--- src/rtl/hazard_pkg.sv ---
// Shared types for the pipeline hazard controller.
// Forwarding select encodings and controller FSM states.
package hazard_pkg;

  typedef enum logic [1:0] {
    FWD_RF  = 2'b00,
    FWD_WB  = 2'b01,
    FWD_MEM = 2'b10
  } fwd_sel_t;

  typedef enum logic {
    HZ_RUN,
    HZ_LU_STALL
  } hz_state_t;

endpackage

--- src/rtl/hazard_ctrl_unit_fwd_select.sv ---
// One E-stage operand: compare against M/W destinations, M result has priority.
// Purely combinational, zero latency, no flow control.
module fwd_select
  import hazard_pkg::*;
#(
  parameter int REG_AW   = 4,
  parameter int ZERO_REG = 1
) (
  input  logic [REG_AW-1:0] rs,
  input  logic [REG_AW-1:0] rd_m,
  input  logic              reg_write_m,
  input  logic [REG_AW-1:0] rd_w,
  input  logic              reg_write_w,
  output logic [1:0]        sel
);

  logic     match_m;
  logic     match_w;
  fwd_sel_t sel_e;

  // A hardwired zero register must never be treated as a producer.
  assign match_m = reg_write_m && (rs == rd_m) && !((ZERO_REG != 0) && (rd_m == '0));
  assign match_w = reg_write_w && (rs == rd_w) && !((ZERO_REG != 0) && (rd_w == '0));

  always_comb begin
    sel_e = FWD_RF;
    if (match_m) begin
      sel_e = FWD_MEM;
    end else if (match_w) begin
      sel_e = FWD_WB;
    end
  end

  assign sel = sel_e;

endmodule

--- src/rtl/hazard_ctrl_unit.sv ---
// Hazard controller: operand forwarding, load-use stall of LOAD_LAT cycles, branch flush, stall counter.
// Forward/stall/flush are same-cycle combinational; only FSM, latency and perf counters are registered.
module hazard_ctrl_unit
  import hazard_pkg::*;
#(
  parameter int NUM_SRC  = 3,
  parameter int REG_AW   = 4,
  parameter int LOAD_LAT = 1,
  parameter int ZERO_REG = 1,
  parameter int CNT_W    = 16
) (
  input  logic                      clk,
  input  logic                      rst,
  input  logic [NUM_SRC*REG_AW-1:0] rs_d,
  input  logic [NUM_SRC-1:0]        src_used_d,
  input  logic [NUM_SRC*REG_AW-1:0] rs_e,
  input  logic [REG_AW-1:0]         rd_e,
  input  logic                      reg_write_e,
  input  logic                      mem_to_reg_e,
  input  logic [REG_AW-1:0]         rd_m,
  input  logic                      reg_write_m,
  input  logic [REG_AW-1:0]         rd_w,
  input  logic                      reg_write_w,
  input  logic                      branch_taken_e,
  input  logic                      perf_clr,
  output logic [2*NUM_SRC-1:0]      forward_e,
  output logic                      stall_f,
  output logic                      stall_d,
  output logic                      flush_d,
  output logic                      flush_e,
  output logic [CNT_W-1:0]          stall_count
);

  localparam int LAT_W = $clog2(LOAD_LAT + 1);

  hz_state_t            state;
  hz_state_t            state_nxt;
  logic [LAT_W-1:0]     lat_cnt;
  logic [LAT_W-1:0]     lat_nxt;
  logic                 hit;
  logic [2*NUM_SRC-1:0] fwd_raw;

  for (genvar i = 0; i < NUM_SRC; i++) begin : g_fwd
    fwd_select #(
      .REG_AW   (REG_AW),
      .ZERO_REG (ZERO_REG)
    ) u_fwd (
      .rs          (rs_e[i*REG_AW +: REG_AW]),
      .rd_m        (rd_m),
      .reg_write_m (reg_write_m),
      .rd_w        (rd_w),
      .reg_write_w (reg_write_w),
      .sel         (fwd_raw[2*i +: 2])
    );
  end

  assign forward_e = rst ? '0 : fwd_raw;

  always_comb begin
    hit = 1'b0;
    for (int i = 0; i < NUM_SRC; i++) begin
      if (src_used_d[i] && (rs_d[i*REG_AW +: REG_AW] == rd_e)) begin
        hit = 1'b1;
      end
    end
    if (!reg_write_e || !mem_to_reg_e || ((ZERO_REG != 0) && (rd_e == '0))) begin
      hit = 1'b0;
    end
  end

  always_ff @(posedge clk or posedge rst) begin
    if (rst) begin
      state   <= HZ_RUN;
      lat_cnt <= '0;
    end else begin
      state   <= state_nxt;
      lat_cnt <= lat_nxt;
    end
  end

  // The first stall cycle is spent in RUN, so LU_STALL covers the remaining LOAD_LAT-1.
  always_comb begin
    state_nxt = state;
    lat_nxt   = lat_cnt;
    if (branch_taken_e) begin
      state_nxt = HZ_RUN;
      lat_nxt   = '0;
    end else begin
      case (state)
        HZ_RUN: begin
          if (hit && (LOAD_LAT > 1)) begin
            state_nxt = HZ_LU_STALL;
            lat_nxt   = LAT_W'(LOAD_LAT - 1);
          end
        end
        HZ_LU_STALL: begin
          lat_nxt = lat_cnt - LAT_W'(1);
          if (lat_cnt == LAT_W'(1)) begin
            state_nxt = HZ_RUN;
          end
        end
        default: begin
          state_nxt = HZ_RUN;
          lat_nxt   = '0;
        end
      endcase
    end
  end

  always_comb begin
    stall_f = 1'b0;
    stall_d = 1'b0;
    flush_d = 1'b0;
    flush_e = 1'b0;
    if (!rst) begin
      if (branch_taken_e) begin
        flush_d = 1'b1;
        flush_e = 1'b1;
      end else if ((state == HZ_LU_STALL) || hit) begin
        stall_f = 1'b1;
        stall_d = 1'b1;
        flush_e = 1'b1;
      end
    end
  end

  always_ff @(posedge clk or posedge rst) begin
    if (rst) begin
      stall_count <= '0;
    end else if (perf_clr) begin
      stall_count <= '0;
    end else if (stall_d && (stall_count != '1)) begin
      stall_count <= stall_count + CNT_W'(1);
    end
  end

endmodule

--- config.mk ---
export PLATFORM = sky130hd
export DESIGN_NAME = hazard_ctrl_unit
export DESIGN_NICKNAME = d
export VERILOG_FILES = /design/src/rtl/hazard_pkg.sv /design/src/rtl/hazard_ctrl_unit_fwd_select.sv /design/src/rtl/hazard_ctrl_unit.sv
export SDC_FILE = /design/constraint.sdc
export NUM_CORES = 1
export LEC_CHECK = 0
export CELL_PAD_IN_SITES_DETAIL_PLACEMENT = 1
export CELL_PAD_IN_SITES_GLOBAL_PLACEMENT = 1
export CORE_UTILIZATION = 28
export DETAILED_ROUTE_END_ITERATION = 8
export PLACE_DENSITY = 0.83
export SKIP_LAST_GASP = 1
export SYNTH_ARGS = -nofsm -noshare
export SYNTH_HDL_FRONTEND = slang
export SYNTH_SLANG_ARGS = --single-unit
export TNS_END_PERCENT = 30
--- constraint.sdc ---
create_clock -name clk -period 3.7 [get_ports clk]
set_input_delay 1.11 -clock clk [delete_from_list [all_inputs] [get_ports clk]]
set_output_delay 1.11 -clock clk [all_outputs]
set_load 0.02 [all_outputs]
==> impl_results.md, run 1 <==
* Area leader, netlist: dfrtp_1
* # rows at 25
* CTS buffer count at 3
* Die ar. at 5512 sq um
* Via density at 4.940
* Reg2reg setup slack at between 1 and 1.5 ns
* Initial antenna violation count at 0
* WL met2 at 2.614 mm
* Worst Slack Setup Final at -0.02591 ns
* VDD IR-drop max at ~0.082 mV
* Layout cells sized above 1 at a little under a fifth
* Setup-failing EPs final at 5
* Worst-skew pair later-pin latency at 0.25 ns
* Clk sinks at 18
* Final Non-Filler Cells at between 300 and 400
* Status: finished, violations left
* Placed cells at roughly 330
* Synth warn at 0
* Synth Cell Area at 1461 sq um
* Reg2reg path depth at 9
* Final min period at 3.726 ns
* Yosys top cell area share at 30.82%
* Worst Hold Class: register to register
* Die H at 74.25 um
* Max-cap violations at 0
* WP data required at 2.59 ns
* Number of flops mapped to enable cells by yosys at 0
* CTS root buf: clkbuf_8
* Crit start category: input pin
* Post-Syn Nets at 218
* Worst slew pin tran at between 0.6 and 0.7 ns
* GPL Wtd Cong at 0.8535
* CP Class: input pin to output port
* Vias at 1,650
* CP peak stage delay at 0.42 ns
* Clk buf depth at 2
* FF/Latch Area at 450.4 sq um
* Power Density at 205.6 nW/um^2
* Worst rel slew slack at a little over half
* Worst path buffer plus inverter count at 2
* Crit-path max FO at 2
* Yosys reg bits at 18
* Synth Instances at 170
* Routed wire length at around 4.8 mm
* Post-route setup TNS at -0.1125 ns
* Area Growth Syn to Fin at 69.18%
* Worst path top cell family by delay: buffers and inverters
* Post-synth ARST share at 100.0%
* DR pass1 iterations at 4
* Fin. Hold Viols at 0
* Ports at 73
* Core area at 4880 sq um
* HPWL Detailed at roughly 4.1 mm
* Final nets at around 320
* Initial core utilization at between 20 and 30%
* WL/cell at 14.47 um
* Max stage delay cell, worst path: clkdlybuf4s50_1
* CTS clk-pin slew, worst paths at 0.07 ns
* Hold Path Cell Cnt at 1
* Crit path DAT at ~2.6 ns
* Seq/Total Area, Yosys at 30.82%
* TritonCTS clock tree: done
* Wl on met1 at about 1.9 mm
* Period utilization at 100.7%
* Iteration-0 DRC Markers at 37
* Hold buffer count at cts at 0
* Final core utilization at 50.67%
* Nature of the critical path endpoint: output port
* Ys flop type: dfrtp_1
* Multi-input logic area at 962.2 sq um
* Gr ovfl total at 0
* Fill cell count at 598
* Mean Syn Cell Area at about 8.6 sq um
* First-pass GRT wire length at 8.100 mm
* Critical path depth in cells at 8
* Number of diodes at 0
* Width of the chip at ~74 um
* Netlist cell types at 35
* Violated checks: negative setup slack
* DR WL met3 at 316 um
* Area contributors post-synth: dfrtp_1 31%, xnor2_1 16%, xor2_1 6.6%
* H-Tree Depth at 1
* Tot GR Track Use at 18.73%
* RSZ-0062 raised after global routing: yes
* Vias in the first global route at 1,796
* Final Max Tran Viols at 0
* IO Port Bufs at 72
* CP Cell Sequence: clkdlybuf4s50_1, xor2_1, nor3_1, nand3_1, a31oi_4, nor2_4, nor3_4, buf_6
* Max Freq at 268.4 MHz
* Largest net degree at the start of global routing at 19
* Leakage power at 0.0009740 uW
* Final Skew at 0.003591 ns
* Top sig layer: met4
* Post-DRT Antenna Nets at 0
* Number of remaining DRC errors at 0
[metal layers]
metal	up-vias	global-route usage, %
met5	-	0
met4	0	3.774
met3	4	3.930
met2	54	38.18
met1	778	19.42
li1	814	-
[path summary, 6_finish.rpt]
path,start,to
worst max-delay path,rs_d[9],stall_d
worst min-delay path,lat_cnt,state
worst max register to register,stall_count[0],stall_count[1]
worst min register to register,lat_cnt,state
max in group asynchronous,rst,stall_count[2]
min in group asynchronous,rst,stall_count[15]
[where the power goes]
part,switching (uW),leakage (uW),internal (uW)
sequential,0.128,0.000252,197
clock,68.1,0.0000288,94.5
combinational,61.5,0.000694,87.3
[metrics by stage]
step           total power, uW  hold WS, ns  setup WS [ns]  instance area [sq um]
5_1_grt                  528.5       0.4869        -0.1361                   2472
4_1_cts                  514.6       0.4626        -0.1519                   2484
6_report                 508.3       0.4586       -0.02591                   2472
3_3_place_gp             346.5       0.4449        -0.8819                   2431
3_5_place_dp             353.1       0.4461        -0.9537                   2431
2_1_floorplan            256.1       0.4264       -0.05724                   1484
[kinds of logic (layout without fill, tap and decap cells)]
| group | after synthesis | after routing | share of synthesized area, % |
|---|---|---|---|
| simple gates | 65 | 65 | 24.57 |
| flops | 18 | 18 | 30.82 |
| xor+xnor | 38 | 38 | 22.77 |
| mux | 2 | 2 | 1.455 |
| compound gates | 31 | 31 | 14.90 |
| fa+ha+maj | 1 | 1 | 0.8560 |
| buf+inv | 15 | 112 | 4.623 |
[Yosys cell counts (2+ instances only)]
library cell,count
a21oi_1,10
and3_1,2
clkbuf_1,3
dfrtp_1,18
inv_1,8
nand2_1,4
nand3_1,8
nand4_1,10
nor2_1,15
nor2b_1,2
nor3_1,9
o211ai_1,3
o21ai_0,4
o31ai_1,7
or3_1,2
or4_1,10
xnor2_1,27
xor2_1,11
[cell type report]
| class | count | share of cell area [%] |
|---|---|---|
| multi-input cells | 137 | 38.92 |
| repair buffers | 99 | 35.78 |
| flip-flops and latches | 18 | 18.22 |
| well taps | 67 | 3.391 |
| clock buffers | 4 | 2.227 |
| inverters | 9 | 1.468 |
[repair_timing]
item | in CTS | in global routing
pin swaps | 5 | 2
endpoints found under the setup margin | 9 | 9
buffers inserted | 3 | 0
gates resized for setup | 55 | 9
[layout by cell type, fill, tap and decap left out, types with 2 or more instances in the layout]
cell type / n
buf_4: 28
xnor2_1: 27
o21ai_0: 3
nand4_1: 10
nor2b_1: 2
nand2_1: 4
buf_2: 5
or3_1: 2
nor3_1: 8
buf_6: 2
or4_1: 10
o211ai_1: 3
clkbuf_2: 3
dlygate4sd2_1: 4
a21oi_1: 10
xor2_1: 11
nor2_1: 14
clkdlybuf4s50_1: 54
clkbuf_8: 4
and3_1: 2
dfrtp_1: 18
o31ai_1: 7
nand3_1: 8
inv_1: 8
[flip-flops by register name, indices dropped and copies added (netlist names)]
name	count
stall_count	16
lat_cnt	1
state	1
Note: power is estimated with default switching activity, not from simulation.
==> run 2, diff against run 1 <==
--- a/config.mk
+++ b/config.mk
@@ -7,11 +7,12 @@
 export LEC_CHECK = 0
 export CELL_PAD_IN_SITES_DETAIL_PLACEMENT = 1
 export CELL_PAD_IN_SITES_GLOBAL_PLACEMENT = 1
-export CORE_UTILIZATION = 28
+export CORE_UTILIZATION = 30
 export DETAILED_ROUTE_END_ITERATION = 8
-export PLACE_DENSITY = 0.83
+export PLACE_DENSITY = 0.85
 export SKIP_LAST_GASP = 1
 export SYNTH_ARGS = -nofsm -noshare
 export SYNTH_HDL_FRONTEND = slang
+export SYNTH_HIERARCHICAL = 1
 export SYNTH_SLANG_ARGS = --single-unit
 export TNS_END_PERCENT = 30
==> run 2 against run 1 <==
  * Sequential share of layout area is 0.99 points lower
  * The run still ends with negative setup slack left
  * Sequential power hardly changed
  * Die area is 2.9% higher
  * Critical path type unchanged
==> impl_results.md, run 2 <==
* Status: finished, violations left
* Violated checks: negative setup slack
* Final Cell Area at between 2000 and 3000 sq um
* Period utilization at 101.0%
* Post-synth ARST share at 100.0%
* Width of the chip at around 75 um
* Core area at around 5000 sq um
* Power Density at 196.5 nW/um^2
* Number of remaining DRC errors at 0
* Vias at 1,825
* GPL Wtd Cong at 0.8657
* Reg2reg start: stall_count[0]
* IO Port Bufs at 72
* DP Worst Slack at -1.011 ns
* Reg2reg path depth at 7
* Post-synth top cells: 21 x xnor2_1, 18 x dfrtp_1, 13 x nand2_1
* HPWL Detailed at 4.440 mm
* Crit path DAT at about 2.6 ns
* Crit start category: input pin
* Most flop-heavy register: stall_count
* Synth Cell Area at 1613 sq um
* # rows at 26
* TritonCTS clock tree: done
* Yosys reg bits at 18
* CTS root buf: clkbuf_8
* Multi-input logic area at 1120 sq um
* Max-cap violations at 0
* Worst slew pin tran at approximately 0.76 ns
* Area after DPL at 2562 sq um
* Worst Hold Class: register to register
* Area contributors post-synth: dfrtp_1 28%, xnor2_1 11%, xor2_1 5.4%
* Fill cell count at 642
* Worst rel slew slack at 49.11%
* Final min period at approximately 3.7 ns
* Layout cells sized above 1 at 24.47%
* Clk buf depth at 2
* Hold Path Cell Cnt at 1
* Number of flops mapped to enable cells by yosys at 0
* Yosys top cell area share at 27.93%
* Via density at roughly 5.2
* Die H at between 70 and 80 um
* Postcts setup bufs at 0
* Leakage power at 0.001052 uW
* Hold EP: state
* FF/Latch Area at 450.4 sq um
* Clk sinks at 18
* Nature of the critical path endpoint: output port
* Post-route setup TNS at -0.09094 ns
* Initial antenna violation count at 0
* Crit-path max FO at 5
* Synth warn at 6
* Worst Slack Setup Final at -0.03786 ns
* Reg2reg setup slack at ~1.1 ns
* Regs by FF count: stall_count (16), lat_cnt (1), state (1)
* Final Non-Filler Cells at 352
* Most common cell in the netlist: xnor2_1
* CP Class: input pin to output port
* Vias in the first global route at about 2,000
* Die ar. at 5673 sq um
* Gr ovfl total at 0
* Final Skew at slightly above 0.001 ns
* Iteration-0 DRC Markers at 39
* Area leader, netlist: dfrtp_1
* Largest net degree at the start of global routing at 21
* Max Freq at roughly 270 MHz
* Mean Syn Cell Area at roughly 8.4 sq um
* Seq/Total Area, Yosys at 27.93%
* Setup-failing EPs final at 7
* Placed cells at 348
* Netlist cell types at 39
* Final Max Tran Viols at 0
* Worst r2r dst: stall_count[15]
* Initial core utilization at a little under a third
* Ys flop type: dfrtp_1
* CTS buffer count at 3
* Commonest non-fill, non-tap cell in the layout: clkdlybuf4s50_1
* Ports at 73
* Worst hold start: lat_cnt
* RSZ-0062 raised after global routing: yes
* WP data required at 2.59 ns
* WL/cell at 15.53 um
* Final nets at 331
* Routed wire length at 5.466 mm
* Area Growth Syn to Fin at 62.14%
* VDD IR-drop max at 0.1001 mV
* Fin. Hold Viols at 0
* DR pass1 iterations at 4
* Number of diodes at 0
* Synth Instances at 191
* H-Tree Depth at 1
* Final core utilization at about half
* Post-DRT Antenna Nets at 0
* Worst-skew pair later-pin latency at between 0.2 and 0.3 ns
* Tot GR Track Use at between 20% and 30%
* Max reg flops at 16
* CTS clk-pin slew, worst paths at 0.07 ns
* Most frequent cells in the layout: 43 x clkdlybuf4s50_1, 25 x buf_4, 21 x xnor2_1
* First-pass GRT wire length at about 9 mm
* Post-Syn Nets at 239
[run 2: changes by cell type after synthesis, sizes merged, moves of 4 or more]
cell	previous run	this run
nand2	4	13
nand4	10	5
or3	2	6
nor2	15	11
and4	0	4
o21ai	5	9
xnor2	27	21
nor2b	2	9
[run 2: cell families (layout without fill, tap and decap cells)]
logic type	count (synthesis)	after routing	synth area share, %
xor+xnor	31	31	16.83
mux	3	3	2.017
flops	18	18	27.93
simple gates	90	90	32.58
compound gates	32	32	14.66
buf+inv	16	107	5.197
fa+ha+maj	1	1	0.7757
[run 2: worst max-delay path by stage]
stage / cells past startpoint / from / end
after detailed placement: 8 / rd_e[0] / stall_f
after floorplan: 6 / rs_d[0] / stall_f
final: 6 / rd_m[3] / forward_e[3]
after global routing: 6 / rd_m[3] / forward_e[3]
after CTS: 7 / rs_d[0] / stall_f
after global placement: 8 / rd_e[0] / flush_e
[run 2: through the flow]
step	total power [uW]	hold slack, ns
after detailed placement	358.0	0.4676
after global routing	537.4	0.4966
final	513.9	0.4692
after floorplan	260.5	0.4263
after global placement	352.5	0.4452
after CTS	516.1	0.4778
[run 2: critical path, stage by stage]
cell             delay (ns)
clkdlybuf4s50_1        0.47
or2_2                  0.33
o21ai_2                0.15
and2_2                 0.15
nor2b_1                0.13
clkdlybuf4s15_2        0.28
[run 2: report_power, final]
part	switching [uW]	total [uW]	leakage [uW]	internal, uW
combinational	67.5	152	0.000772	84.8
sequential	0.162	197	0.000252	197
clock	70.0	165	0.0000288	94.7
total	138	514	0.00105	376
[run 2: layout make-up]
cell class,count,area share [%]
flip-flops and latches,18,17.22
multi-input cells,157,42.82
well taps,70,3.349
clock buffers,4,2.105
repair buffers,96,33.49
inverters,7,1.005
[run 2: repair_timing]
action	in CTS	in global routing
hold buffers	0	0
pin swaps	11	2
endpoints found under the setup margin	9	9
hold endpoints to repair	0	0
resized for setup	83	3
[run 2: metal layers]
metal | track usage [%] | share of wire, % | routed length, um | vias up
li1 | - | - | - | 873
met1 | 23.37 | 40 | 2163 | 871
met2 | 38.59 | 52 | 2859 | 71
met3 | 4.630 | 5.9 | 320 | 10
met4 | 8.230 | 2.3 | 123 | 0
met5 | 0 | 0 | 0 | -
